**config.mk**
```make
export PLATFORM = sky130hd
export DESIGN_NAME = spi_reg_if_flat
export DESIGN_NICKNAME = d
export VERILOG_FILES = /design/src/rtl/spi_reg_if_if.sv /design/src/rtl/spi_reg_if.sv /design/src/flat_wrapper.sv
export SDC_FILE = /design/constraint.sdc
export NUM_CORES = 1
export LEC_CHECK = 0
export CAP_MARGIN = 10
export CORE_ASPECT_RATIO = 0.5
export CORE_MARGIN = 1
export CORE_UTILIZATION = 49
export DETAILED_ROUTE_END_ITERATION = 8
export PLACE_DENSITY = 0.74
export SLEW_MARGIN = 0
export SYNTH_ARGS = -nofsm -noshare
export SYNTH_HDL_FRONTEND = slang
export SYNTH_SLANG_ARGS = --single-unit
```
**constraint.sdc**
```tcl
create_clock -name clk -period 2 [get_ports clk]
set_input_delay 0.3 -clock clk [delete_from_list [all_inputs] [get_ports clk]]
set_output_delay 0.3 -clock clk [all_outputs]
set_load 0.01 [all_outputs]
```
**src/rtl/spi_reg_if_if.sv**
```systemverilog
// Bus bundle between an SPI host and the register-write bridge: the three SPI
// pins plus the register-bank write port (we/addr/data_out) and the address-error pulse.
interface spi_reg_if_if;
  logic       sclk;
  logic       cs_n;
  logic       mosi;
  // Write port: we is a one-cycle strobe with no back-pressure. addr/data_out are
  // valid while we=1 and hold their last committed value otherwise.
  logic       we;
  logic [7:0] addr;
  logic [7:0] data_out;
  logic       addr_err;

  modport master (
    output sclk, cs_n, mosi,
    input  we, addr, data_out, addr_err
  );

  modport slave (
    input  sclk, cs_n, mosi,
    output we, addr, data_out, addr_err
  );
endinterface

```
**src/rtl/spi_reg_if.sv**
```systemverilog
// SPI mode-0 slave that turns 16-bit {addr, data} frames into single-cycle register
// writes. All SPI pins are oversampled in the clk domain through synchronizers.
module spi_reg_if #(
  parameter int NUM_REGS    = 10,
  parameter int SYNC_STAGES = 2
) (
  input  logic           clk,
  input  logic           rst_n,
  spi_reg_if_if.slave    bus,
  output logic [1:0]     dbg_state
);

  localparam int SS = (SYNC_STAGES < 2) ? 2 : SYNC_STAGES;
  localparam int WW = $clog2(SS + 1);
  localparam logic [8:0]    NUM_REGS_L = (NUM_REGS > 256) ? 9'd256 : 9'(NUM_REGS);
  localparam logic [WW-1:0] WARM_MAX   = WW'(SS);

  localparam logic [1:0] IDLE    = 2'd0;
  localparam logic [1:0] ADDR    = 2'd1;
  localparam logic [1:0] DATA    = 2'd2;
  localparam logic [1:0] WAIT_CS = 2'd3;

  logic [SS-1:0] sclk_sync_q, sclk_sync_d;
  logic [SS-1:0] cs_sync_q,   cs_sync_d;
  logic [SS-1:0] mosi_sync_q, mosi_sync_d;
  logic          sclk_prev_q, sclk_prev_d;
  logic [WW-1:0] warm_q,      warm_d;
  logic          armed_q,     armed_d;
  logic [1:0]    state_q,     state_d;
  logic [3:0]    cnt_q,       cnt_d;
  logic [7:0]    shift_q,     shift_d;
  logic [7:0]    addr_byte_q, addr_byte_d;
  logic          we_q,        we_d;
  logic          err_q,       err_d;
  logic [7:0]    addr_q,      addr_d;
  logic [7:0]    data_q,      data_d;

  logic       sclk_s, cs_s, mosi_s;
  logic       sclk_rise;
  logic       warm_done;
  logic [7:0] frame_bits;
  logic       addr_valid;

  assign sclk_s     = sclk_sync_q[SS-1];
  assign cs_s       = cs_sync_q[SS-1];
  assign mosi_s     = mosi_sync_q[SS-1];
  assign sclk_rise  = sclk_s & ~sclk_prev_q;
  assign warm_done  = (warm_q == WARM_MAX);
  assign frame_bits = {shift_q[6:0], mosi_s};
  assign addr_valid = ({1'b0, addr_byte_q} < NUM_REGS_L);

  always_comb begin
    sclk_sync_d = {sclk_sync_q[SS-2:0], bus.sclk};
    cs_sync_d   = {cs_sync_q[SS-2:0],   bus.cs_n};
    mosi_sync_d = {mosi_sync_q[SS-2:0], bus.mosi};
    sclk_prev_d = sclk_s;
  end

  // The cs_n synchronizer comes out of reset at 1 regardless of the pin, so a
  // deasserted cs_n only counts once the pipeline has refilled with real samples.
  // This keeps a frame that was cut by reset from being resumed.
  always_comb begin
    warm_d  = warm_done ? warm_q : warm_q + 1'b1;
    armed_d = armed_q | (warm_done & cs_s);
  end

  always_comb begin
    state_d     = state_q;
    cnt_d       = cnt_q;
    shift_d     = shift_q;
    addr_byte_d = addr_byte_q;
    we_d        = 1'b0;
    err_d       = 1'b0;
    addr_d      = addr_q;
    data_d      = data_q;
    case (state_q)
      IDLE: begin
        if (armed_q && !cs_s) begin
          state_d = ADDR;
          cnt_d   = 4'd0;
          shift_d = 8'h00;
        end
      end
      ADDR: begin
        if (cs_s) begin
          state_d = IDLE;
          cnt_d   = 4'd0;
          shift_d = 8'h00;
        end else if (sclk_rise) begin
          shift_d = frame_bits;
          cnt_d   = cnt_q + 4'd1;
          if (cnt_q == 4'd7) begin
            addr_byte_d = frame_bits;
            state_d     = DATA;
          end
        end
      end
      DATA: begin
        if (cs_s) begin
          state_d = IDLE;
          cnt_d   = 4'd0;
          shift_d = 8'h00;
        end else if (sclk_rise) begin
          shift_d = frame_bits;
          cnt_d   = cnt_q + 4'd1;
          if (cnt_q == 4'd15) begin
            state_d = WAIT_CS;
            if (addr_valid) begin
              we_d   = 1'b1;
              addr_d = addr_byte_q;
              data_d = frame_bits;
            end else begin
              err_d  = 1'b1;
            end
          end
        end
      end
      WAIT_CS: begin
        if (cs_s) state_d = IDLE;
      end
      default: state_d = IDLE;
    endcase
  end

  always_ff @(posedge clk or negedge rst_n) begin
    if (!rst_n) begin
      sclk_sync_q <= '0;
      cs_sync_q   <= '1;
      mosi_sync_q <= '0;
      sclk_prev_q <= 1'b0;
      warm_q      <= '0;
      armed_q     <= 1'b0;
      state_q     <= IDLE;
      cnt_q       <= 4'd0;
      shift_q     <= 8'h00;
      addr_byte_q <= 8'h00;
      we_q        <= 1'b0;
      err_q       <= 1'b0;
      addr_q      <= 8'h00;
      data_q      <= 8'h00;
    end else begin
      sclk_sync_q <= sclk_sync_d;
      cs_sync_q   <= cs_sync_d;
      mosi_sync_q <= mosi_sync_d;
      sclk_prev_q <= sclk_prev_d;
      warm_q      <= warm_d;
      armed_q     <= armed_d;
      state_q     <= state_d;
      cnt_q       <= cnt_d;
      shift_q     <= shift_d;
      addr_byte_q <= addr_byte_d;
      we_q        <= we_d;
      err_q       <= err_d;
      addr_q      <= addr_d;
      data_q      <= data_d;
    end
  end

  assign bus.we       = we_q;
  assign bus.addr_err = err_q;
  assign bus.addr     = addr_q;
  assign bus.data_out = data_q;
  assign dbg_state    = state_q;

endmodule

```
**src/flat_wrapper.sv**
```systemverilog
// flat-port wrapper written by rule: the top's interface ports become plain ports
module spi_reg_if_flat 
#(
  parameter int NUM_REGS    = 10,
  parameter int SYNC_STAGES = 2
)
  (clk, rst_n, dbg_state, bus_sclk, bus_cs_n, bus_mosi, bus_we, bus_addr, bus_data_out, bus_addr_err);
  spi_reg_if_if bus_i ();
  input  logic clk;
  input  logic rst_n;
  output logic [1:0] dbg_state;
  input wire logic [$bits(bus_i.sclk)-1:0] bus_sclk;
  input wire logic [$bits(bus_i.cs_n)-1:0] bus_cs_n;
  input wire logic [$bits(bus_i.mosi)-1:0] bus_mosi;
  output wire logic [$bits(bus_i.we)-1:0] bus_we;
  output wire logic [$bits(bus_i.addr)-1:0] bus_addr;
  output wire logic [$bits(bus_i.data_out)-1:0] bus_data_out;
  output wire logic [$bits(bus_i.addr_err)-1:0] bus_addr_err;
  assign bus_i.sclk = bus_sclk;
  assign bus_i.cs_n = bus_cs_n;
  assign bus_i.mosi = bus_mosi;
  assign bus_we = bus_i.we;
  assign bus_addr = bus_i.addr;
  assign bus_data_out = bus_i.data_out;
  assign bus_addr_err = bus_i.addr_err;
  spi_reg_if #(.NUM_REGS(NUM_REGS), .SYNC_STAGES(SYNC_STAGES)) u_core (.clk(clk), .rst_n(rst_n), .bus(bus_i), .dbg_state(dbg_state));
endmodule
```
# Word level (Yosys, flattened, before mapping)
# Cells that the tools add are included.
dict set report word_totals {
  ff_bits 49
  input_bits 5
  out_inout_bits 20
  elab_cells 71
}
dict set report op_classes {
  addsub 2
  order_cmp 1
  n_eq_ne 13
  n_mux 27
  bitwise 5
  n_reduce_logical 9
}
# cell n
set op_table {}
lappend op_table {{2-to-1 mux 7 bit} 3}
lappend op_table {{2-to-1 mux 2 bit} 8}
lappend op_table {{!= test 3 x 1 -> 1 bit (second input constant)} 5}
lappend op_table {{case mux 7 bit (2 select lines)} 1}
lappend op_table {{2-to-1 mux 4 bit} 3}
lappend op_table {{2-to-1 mux 1 bit} 10}
lappend op_table {{< comparator 8 x 4 -> 1 bit (second input constant)} 1}
lappend op_table {{case mux 2 bit (4 select lines)} 1}
lappend op_table {{case mux 4 bit (2 select lines)} 1}
lappend op_table {{equality test 2 bit (second input constant)} 3}
lappend op_table {{AND reduction 6 bit} 1}
lappend op_table {{AND reduction 5 bit} 1}
lappend op_table {{adder 4 x 1 -> 4 bit (second input constant)} 1}
lappend op_table {{equality test 4 x 3 -> 1 bit (second input constant)} 1}
lappend op_table {{equality test 4 bit (second input constant)} 1}
lappend op_table {{!= test 2 x 1 -> 1 bit (second input constant)} 2}
lappend op_table {{AND reduction 4 bit} 1}
lappend op_table {{AND reduction 3 bit} 1}
lappend op_table {{adder 2 x 1 -> 2 bit (second input constant)} 1}
lappend op_table {{bitwise AND 1 bit} 2}
lappend op_table {{equality test 2 x 1 -> 1 bit (second input constant)} 1}
lappend op_table {{zero test 2 bit} 1}
lappend op_table {{inverter 1 bit} 2}
lappend op_table {{nonzero test 2 bit} 1}
lappend op_table {{4 further kinds} 4}

# Longest topological paths before layout
# Gate-level depths: netlist of run 1.
dict set report depth {
  ltp_word 6
  mapped_depth 9
  ltp_nobuf 6
}

# Least setup slack after synthesis of run 1
# OpenSTA, ideal clock, no wires.
dict set report synth_path {
  path_kind {flip-flop to flip-flop}
  startpoint {register u_core.state_q[0] (netlist: u_core.dbg_state[0])}
  endpoint {register u_core.shift_q[5]}
  setup_time_ps 123
  arrival_time_ps 1868
  required_ps 1877
  slack_ps 8
  path_stages_with_launch 10
  n_path_buf 3
  synth_period_minus_slack_ps 1992
  cell_sequence {dfrtp_1 -> inv_1 -> ha_1 -> nor2b_2 -> buf_6 -> a221o_1 -> buf_2 -> buf_2 -> nand2_1 -> o21ai_1}
}
dict set report synth_via {
  elab_chain_len 4
  elab_cells_between_ends 9
  cone_classes {eq/ne: 4; mux: 1; reduce/logical: 4}
}
# item line
set synth_rtl {}
lappend synth_rtl {{from (decl)} spi_reg_if.sv:29} ;# logic [1:0] state_q, state_d;
lappend synth_rtl {{from (signal assigned)} spi_reg_if.sv:148} ;# state_q <= state_d;
lappend synth_rtl {{equality test 2 x 1 -> 1 bit / equality test 2 bit (equally long branches)} spi_reg_if.sv:76} ;# case (state_q)
lappend synth_rtl {{OR reduction 2 bit (no line)} n/a}
lappend synth_rtl {{!= test 3 x 1 -> 1 bit (no line) / nonzero test 2 bit (equally long branches)} n/a}
lappend synth_rtl {{AND reduction 3 bit (no line)} n/a}
lappend synth_rtl {{to (signal assigned)} spi_reg_if.sv:150} ;# shift_q <= shift_d;
lappend synth_rtl {{to (decl)} spi_reg_if.sv:31} ;# logic [7:0] shift_q, shift_d;
# Several ways; a longest one is shown, not always the timed one.
# A chain may end at the register's enable or synchronous reset.

# Worst setup path after layout of run 1
dict set report layout_path {
  startpoint {register u_core.cnt_q[0]}
  endpoint {register u_core.data_q[5] (netlist: u_core.bus.data_out[5])}
}
dict set report layout_via {
  elab_chain_len 2
}
# item line
set layout_rtl {}
lappend layout_rtl {{from (decl)} spi_reg_if.sv:30} ;# logic [3:0] cnt_q, cnt_d;
lappend layout_rtl {{from (signal assigned)} spi_reg_if.sv:149} ;# cnt_q <= cnt_d;
lappend layout_rtl {{equality test 4 bit} spi_reg_if.sv:106} ;# if (cnt_q == 4'd15) begin
lappend layout_rtl {{AND reduction 5 bit (no line)} n/a}
lappend layout_rtl {{to (signal assigned)} spi_reg_if.sv:155} ;# data_q <= data_d;
lappend layout_rtl {{to (decl)} spi_reg_if.sv:36} ;# logic [7:0] data_q, data_d;
# No other way between the ends.

==> results of run 1 <==
stage by stage:
stage               hold slack, ns  worst slack, ns
finish                      0.0431           0.0900
global route                0.0994         -0.00454
CTS                         0.0715           0.0780
detailed placement           0.335           0.0861
global placement             0.333            0.116
floorplan                  0.00441          0.00837
sequential cells by signal, summed over array words and instances, names as in the netlist:
| signal | flops |
|---|---|
| u_core.armed_q | 1 |
| u_core.sclk_sync_q | 2 |
| u_core.cs_sync_q | 2 |
| u_core.bus.data_out | 8 |
| u_core.shift_q | 7 |
| u_core.bus.we | 1 |
| u_core.dbg_state | 2 |
| u_core.cnt_q | 4 |
| u_core.warm_q | 2 |
| u_core.addr_byte_q | 8 |
| u_core.mosi_sync_q | 2 |
| u_core.bus.addr | 8 |
| u_core.bus.addr_err | 1 |
| u_core.sclk_prev_q | 1 |
where the power goes:
part | switching (mW) | internal, mW
combinational | 0.315 | 0.240
clock | 0.323 | 0.375
sequential | 0.0560 | 1.05
total | 0.694 | 1.67
cell type report:
class | instances | area [µm²]
fillers | 309 | 1460
flip-flops and latches | 49 | 1230
multi-input cells | 95 | 764
repair buffers | 31 | 288
clock buffers | 6 | 72.6
well taps | 54 | 67.6
clock inverters | 2 | 38.8
inverters | 5 | 18.8
critical path: stages (launching register included):
cell     delay (ns)
dfrtp_1        0.41
ha_1           0.25
nand2_2        0.12
nor4_4         0.44
nand3_2        0.24
mux2_2         0.34
per-layer routing:
layer,vias up,global-route usage (%),part of all wire (%)
met5,-,0,0
li1,593,-,-
met3,7,7.30,5.1
met4,0,7.08,1.7
met1,600,22.2,47
met2,33,30.7,46
worst max path at each step:
stage,from,to,slack (ns)
after floorplan,u_core.dbg_state[0],u_core.shift_q[5],0.008
after global placement,u_core.cnt_q[0],u_core.bus.data_out[0],0.12
after detailed placement,u_core.cnt_q[0],u_core.bus.addr[3],0.09
after CTS,u_core.dbg_state[1],u_core.cnt_q[3],0.08
after global routing,u_core.cnt_q[0],u_core.bus.data_out[5],-0.005
final,u_core.cnt_q[0],u_core.bus.data_out[5],0.09
cell families after synthesis:
| kind of cell | share of synthesized area (%) |
|---|---|
| xor gates and xnor gates | 0.429 |
| buffers and inverters | 2.88 |
| DFF | 60.2 |
| AOI/OAI and AO/OA | 6.74 |
| muxes | 13.0 |
| adders and majority gates | 4.29 |
| and+or+nand+nor | 12.5 |
Yosys cell counts, types with 2 or more instances:
| cell type | count |
|---|---|
| o21ai_0 | 3 |
| o31ai_1 | 2 |
| mux2_2 | 16 |
| buf_6 | 2 |
| nand2_1 | 19 |
| o21ai_1 | 11 |
| dfrtp_1 | 47 |
| inv_1 | 5 |
| nor2_1 | 2 |
| nand2b_1 | 6 |
| and2_1 | 5 |
| mux2_4 | 5 |
| ha_1 | 7 |
| dfstp_2 | 2 |
| buf_2 | 2 |
| nor4_4 | 2 |
==> impl_metrics.csv, run 1 <==
group,metric,value,unit
outcome,status,"complete, no violations",
clocking,cts_hold_buf,0,
clocking,root_buffer,"clkbuf_8",
timing,fin_setup_tns,0,ns
clocking,clk_pin_slew,0.09,ns
worst_setup_path,rrSetupSlack,0.09,ns
cells_and_area,final_cell_mix,"dfrtp_1, clkdlybuf4s50_1, nand2_1, mux2_2, o21ai_1",
yosys,synth-async-reset-ratio,100,%
floorplan,die_area,4450,µm²
worst_setup_path,cp.arrival,2.10,ns
yosys,synth_top_cell_by_area,"dfrtp_1",
timing,final.setup_skew,0.0132,ns
timing,layout_min_cycle_time,1.91,ns
global_routing,grt.overflow.total,0,
yosys,ys_ff_latch,49,
drt,dr.pass1.iters,4,
timing,worstMarginPinSlew,0.731,ns
timing,setup_viol,0,
worst_setup_path,timing.rr.start,"u_core.cnt_q[0]",
worst_hold_path,min-delay-path-class,"input port to async pin",
yosys,synthDistinctLibCells,33,
clocking,cts_resized,0,
global_routing,grt_pass1_vias,1216,
timing,report.final.slew_viol_count,0,
global_routing,antenna_found_initial,0,
yosys,synth_top_flop_cell,"dfrtp_1",
job,maxCapViolCount,0,
global_routing,grt_pass1_wl,5780,µm
cells_and_area,drive_gt1_share,24.5,%
clocking,max-clock-path-buffers,2,
worst_setup_path,crit_path_start_kind,"flip-flop",
timing,relSlewSlack,51.3,%
power_and_ir_drop,p_total,2.36,mW
yosys,yosysWarnings,0,
worst_setup_path,required,2.19,ns
yosys,synth_area,2040,µm²
clocking,cts_tree,"yes",
yosys,syn_nets,165,
cells_and_area,n_antenna_cell,0,
timing,period_share,95.5,%
clocking,insertion_delay,0.31,ns
yosys,netlist_instances,153,
drt,drc,0,
placement,dp_hpwl,2520,µm
floorplan,die_w,93.3,µm
drt,dr.first_iter.drc_count,41,
clocking,clock-sinks,49,
clocking,cts_inserted_buffers,5,
cells_and_area,postLayoutCoreUtil,62.9,%
yosys,synth_area_per_cell,13.3,µm²
drt,num_vias,1233,
clocking,htreeDepth,2,
power_and_ir_drop,p_leak,1.16,nW
drt,drt-total-wl,3480,µm
cells_and_area,stdcell_count,242,
placement,dp.cells,233,
cells_and_area,stdcell_area,2480,µm²
yosys,synth_top_area_share,57.6,%
yosys,synthTopCellsByArea,"dfrtp_1, mux2_2, ha_1, mux2_4, nand2_1",
floorplan,core,3940,µm²
worst_setup_path,critPathCaptureType,"flip-flop",
floorplan,io_pins,25,
power_and_ir_drop,powerDensity,952,nW/µm²
floorplan,start_util,51.8,%
placement,place.gp.congestion,0.796,
cells_and_area,areaGrowthSynthToFinish,21.4,%
drt,wl_per_cell,14.4,µm
cells_and_area,layout.nets,199,
timing,rsz0062_at_grt,"yes",
yosys,ys_seq_area_share,60.2,%
placement,numPortBuffers,24,
timing,fmax,524,MHz
worst_setup_path,critPathMaxFanout,8,
drt,via_per_inst,5.10,
cells_and_area,layout_commonest_cell,"dfrtp_1",
floorplan,fp-row-count,16,
global_routing,grtUsageTotal,18.3,%
global_routing,grt_max_degree,35,
placement,placed_area,2360,µm²
yosys,synth_edf_count,0,
clocking,post_cts_buffers,0,
power_and_ir_drop,ir_worst_vdd,0.469,mV
worst_setup_path,reg2reg_to,"u_core.bus.data_out[5]",
floorplan,die_h,47.6,µm
timing,finalHoldViolations,0,
worst_setup_path,rr_worst_depth,5,
drt,ant_nets,0,
worst_setup_path,path_class,"flip-flop to flip-flop",
Power figures use the tool's default switching activity.
==> run 2: changes to the inputs <==
--- a/config.mk
+++ b/config.mk
@@ -10,8 +10,9 @@
 export CORE_MARGIN = 1
 export CORE_UTILIZATION = 49
 export DETAILED_ROUTE_END_ITERATION = 8
+export MAX_ROUTING_LAYER = met4
 export PLACE_DENSITY = 0.74
-export SLEW_MARGIN = 0
+export SLEW_MARGIN = 20
 export SYNTH_ARGS = -nofsm -noshare
 export SYNTH_HDL_FRONTEND = slang
 export SYNTH_SLANG_ARGS = --single-unit
==> constraint.sdc (replaced) <==
create_clock -name clk -period 2 [get_ports clk]
set_input_delay 0.6 -clock clk [delete_from_list [all_inputs] [get_ports clk]]
set_output_delay 0.6 -clock clk [all_outputs]
set_load 0.01 [all_outputs]
==> impl_metrics.csv, run 2 (same netlist as run 1, synthesis figures left out) <==
group,metric,value,unit
outcome,status,"complete, no violations",
power_and_ir_drop,internal-power,1.67,mW
cells_and_area,drive_gt1_share,25.5,%
drt,drc,0,
cells_and_area,fillers,299,
worst_setup_path,crit_path_start_kind,"flip-flop",
cells_and_area,layout_commonest_cell,"dfrtp_1",
drt,dr.pass1.iters,4,
power_and_ir_drop,p_sw,694,µW
floorplan,start_util,51.8,%
timing,fmax,524,MHz
drt,via_per_inst,5.07,
global_routing,grt_max_degree,50,
power_and_ir_drop,combPwrFrac,23.2,%
worst_setup_path,path_class,"flip-flop to flip-flop",
worst_setup_path,cp.arrival,2.10,ns
floorplan,die_h,47.6,µm
floorplan,io_pins,25,
floorplan,fp-row-count,16,
timing,worstMarginPinSlew,0.572,ns
worst_setup_path,crit_cells,6,
clocking,clk_pin_slew,0.09,ns
clocking,insertion_delay,0.30,ns
placement,place.gp.congestion,0.799,
worst_setup_path,timing.rr.start,"u_core.dbg_state[1]",
drt,met3_length,118,µm
drt,wl_met2,1530,µm
global_routing,antenna_found_initial,0,
worst_setup_path,required,2.19,ns
timing,relSlewSlack,61.5,%
power_and_ir_drop,powerDensity,946,nW/µm²
cells_and_area,stdcell_count,242,
worst_setup_path,crit_slowest_cell,"dfrtp_2",
drt,met1_length,1740,µm
floorplan,core,3940,µm²
cells_and_area,final_cell_mix,"dfrtp_1, clkdlybuf4s50_1, nand2_1, mux2_2, o21ai_1",
clocking,cts_tree,"yes",
power_and_ir_drop,p_total,2.36,mW
placement,dp_hpwl,2360,µm
floorplan,die_area,4450,µm²
floorplan,die_w,93.3,µm
drt,num_vias,1226,
power_and_ir_drop,p_seq_share,46.8,%
timing,layout_min_cycle_time,1.91,ns
timing,finalHoldViolations,0,
worst_setup_path,path_cells,"inv_1 -> ha_1 -> nor2b_2 -> a221o_1 -> or2_1 -> o31ai_1",
power_and_ir_drop,ir_worst_vdd,0.580,mV
timing,report.final.slew_viol_count,0,
clocking,clock-sinks,49,
cells_and_area,n_antenna_cell,0,
job,maxCapViolCount,0,
global_routing,grt_pass1_wl,5760,µm
worst_setup_path,slowest_delay,0.42,ns
power_and_ir_drop,swShare,29.4,%
worst_setup_path,rrSetupSlack,0.09,ns
power_and_ir_drop,p_leak,1.17,nW
global_routing,grt.overflow.total,0,
global_routing,grt_pass1_vias,1178,
clocking,max-clock-path-buffers,2,
cells_and_area,areaGrowthSynthToFinish,22.2,%
worst_setup_path,crit_start,"u_core.dbg_state[1]",
drt,ant_nets,0,
worst_setup_path,rr_worst_depth,6,
clocking,root_buffer,"clkbuf_8",
timing,final.setup_skew,0.00979,ns
cells_and_area,layout.nets,199,
worst_setup_path,critPathCaptureType,"flip-flop",
global_routing,grtUsageTotal,18.4,%
worst_hold_path,min-delay-path-class,"input port to async pin",
clocking,htreeDepth,2,
drt,dr.max_layer_used,"met4",
worst_setup_path,path_delay_family,"compound AO/OA/AOI/OAI gates",
placement,numPortBuffers,24,
drt,dr.first_iter.drc_count,33,
worst_setup_path,path_buf_inv,1,
timing,period_share,95.4,%
clocking,cts_inserted_buffers,5,
timing,setup_viol,0,
worst_setup_path,critPathMaxFanout,6,
placement,dp.cells,232,
timing,fin_setup_tns,0,ns
clocking,cts_hold_buf,0,
drt,drt-total-wl,3440,µm
drt,wl_per_cell,14.2,µm
power_and_ir_drop,p_clk_share,30.1,%
==> run 2: cell types whose count changed in the layout (fill, tap and decap cells not counted) <==
cell,change
clkinv_4,-1
buf_4,-1
buf_12,+1
clkbuf_1,-1
ha_2,+1
inv_6,+1
ha_1,-1
clkinv_2,+1
==> run 2: metal layers <==
| metal | vias to the layer above | global-route usage [%] |
|---|---|---|
| met5 | - | - |
| met4 | 0 | 4.62 |
| met3 | 4 | 5.24 |
| met2 | 24 | 28.5 |
| met1 | 611 | 24.4 |
| li1 | 587 | - |
==> run 2: cell type report <==
cell class / count / area, µm² / area share [%]
Multi-Input combinational cell: 95 / 767 / 30.7
Timing Repair Buffer: 31 / 300 / 12.0
Sequential cell: 49 / 1230 / 49.3
Inverter: 5 / 18.8 / 0.752
Tap cell: 54 / 67.6 / 2.71
Clock inverter: 3 / 43.8 / 1.75
Clock buffer: 5 / 68.8 / 2.76
==> run 2: power by group through the flow <==
stage          registers, mW  logic [mW]  clock network (mW)
2_1_floorplan           1.12       0.358                   0
3_3_place_gp            1.12       0.536                   0
3_5_place_dp            1.12       0.549                   0
4_1_cts                 1.10       0.554               0.719
5_1_grt                 1.12       0.626               0.771
6_report                1.10       0.547               0.710
==> run 2: final timing paths <==
kind / to
max: u_core.cnt_q[3]
min: u_core.bus.data_out[0]
max reg2reg: u_core.cnt_q[3]
min reg2reg: u_core.sclk_sync_q[1]
max in group asynchronous: u_core.cs_sync_q[0]
min in group clk: u_core.sclk_sync_q[1]
==> run 2: worst reg2reg max path, delay by kind of cell (launching register included) <==
family / cells / cell delay, ns
DFF: 1 / 0.42
and+or+nand+nor: 2 / 0.42
buffers and inverters: 1 / 0.07
AOI/OAI and AO/OA: 2 / 0.61
adders and majority gates: 1 / 0.28
==> run 2: repair_timing <==
action                                  in CTS  in global routing
resized for setup                            0                  2
setup buffers                                0                  1
hold endpoints to repair                     0                  0
endpoints found under the setup margin       0                 13
==> run 2: through the flow <==
stage / utilization [%] / worst slack [ns] / cell area (µm²) / hold WS (ns)
after detailed placement: 59.9 / 0.0453 / 2360 / 0.342
after floorplan: - / 0.00837 / 2040 / 0.304
after global routing: 63.3 / -0.00395 / 2500 / 0.283
final: 63.3 / 0.0927 / 2500 / 0.267
after CTS: 62.8 / 0.0458 / 2470 / 0.277
after global placement: 59.9 / 0.117 / 2360 / 0.333
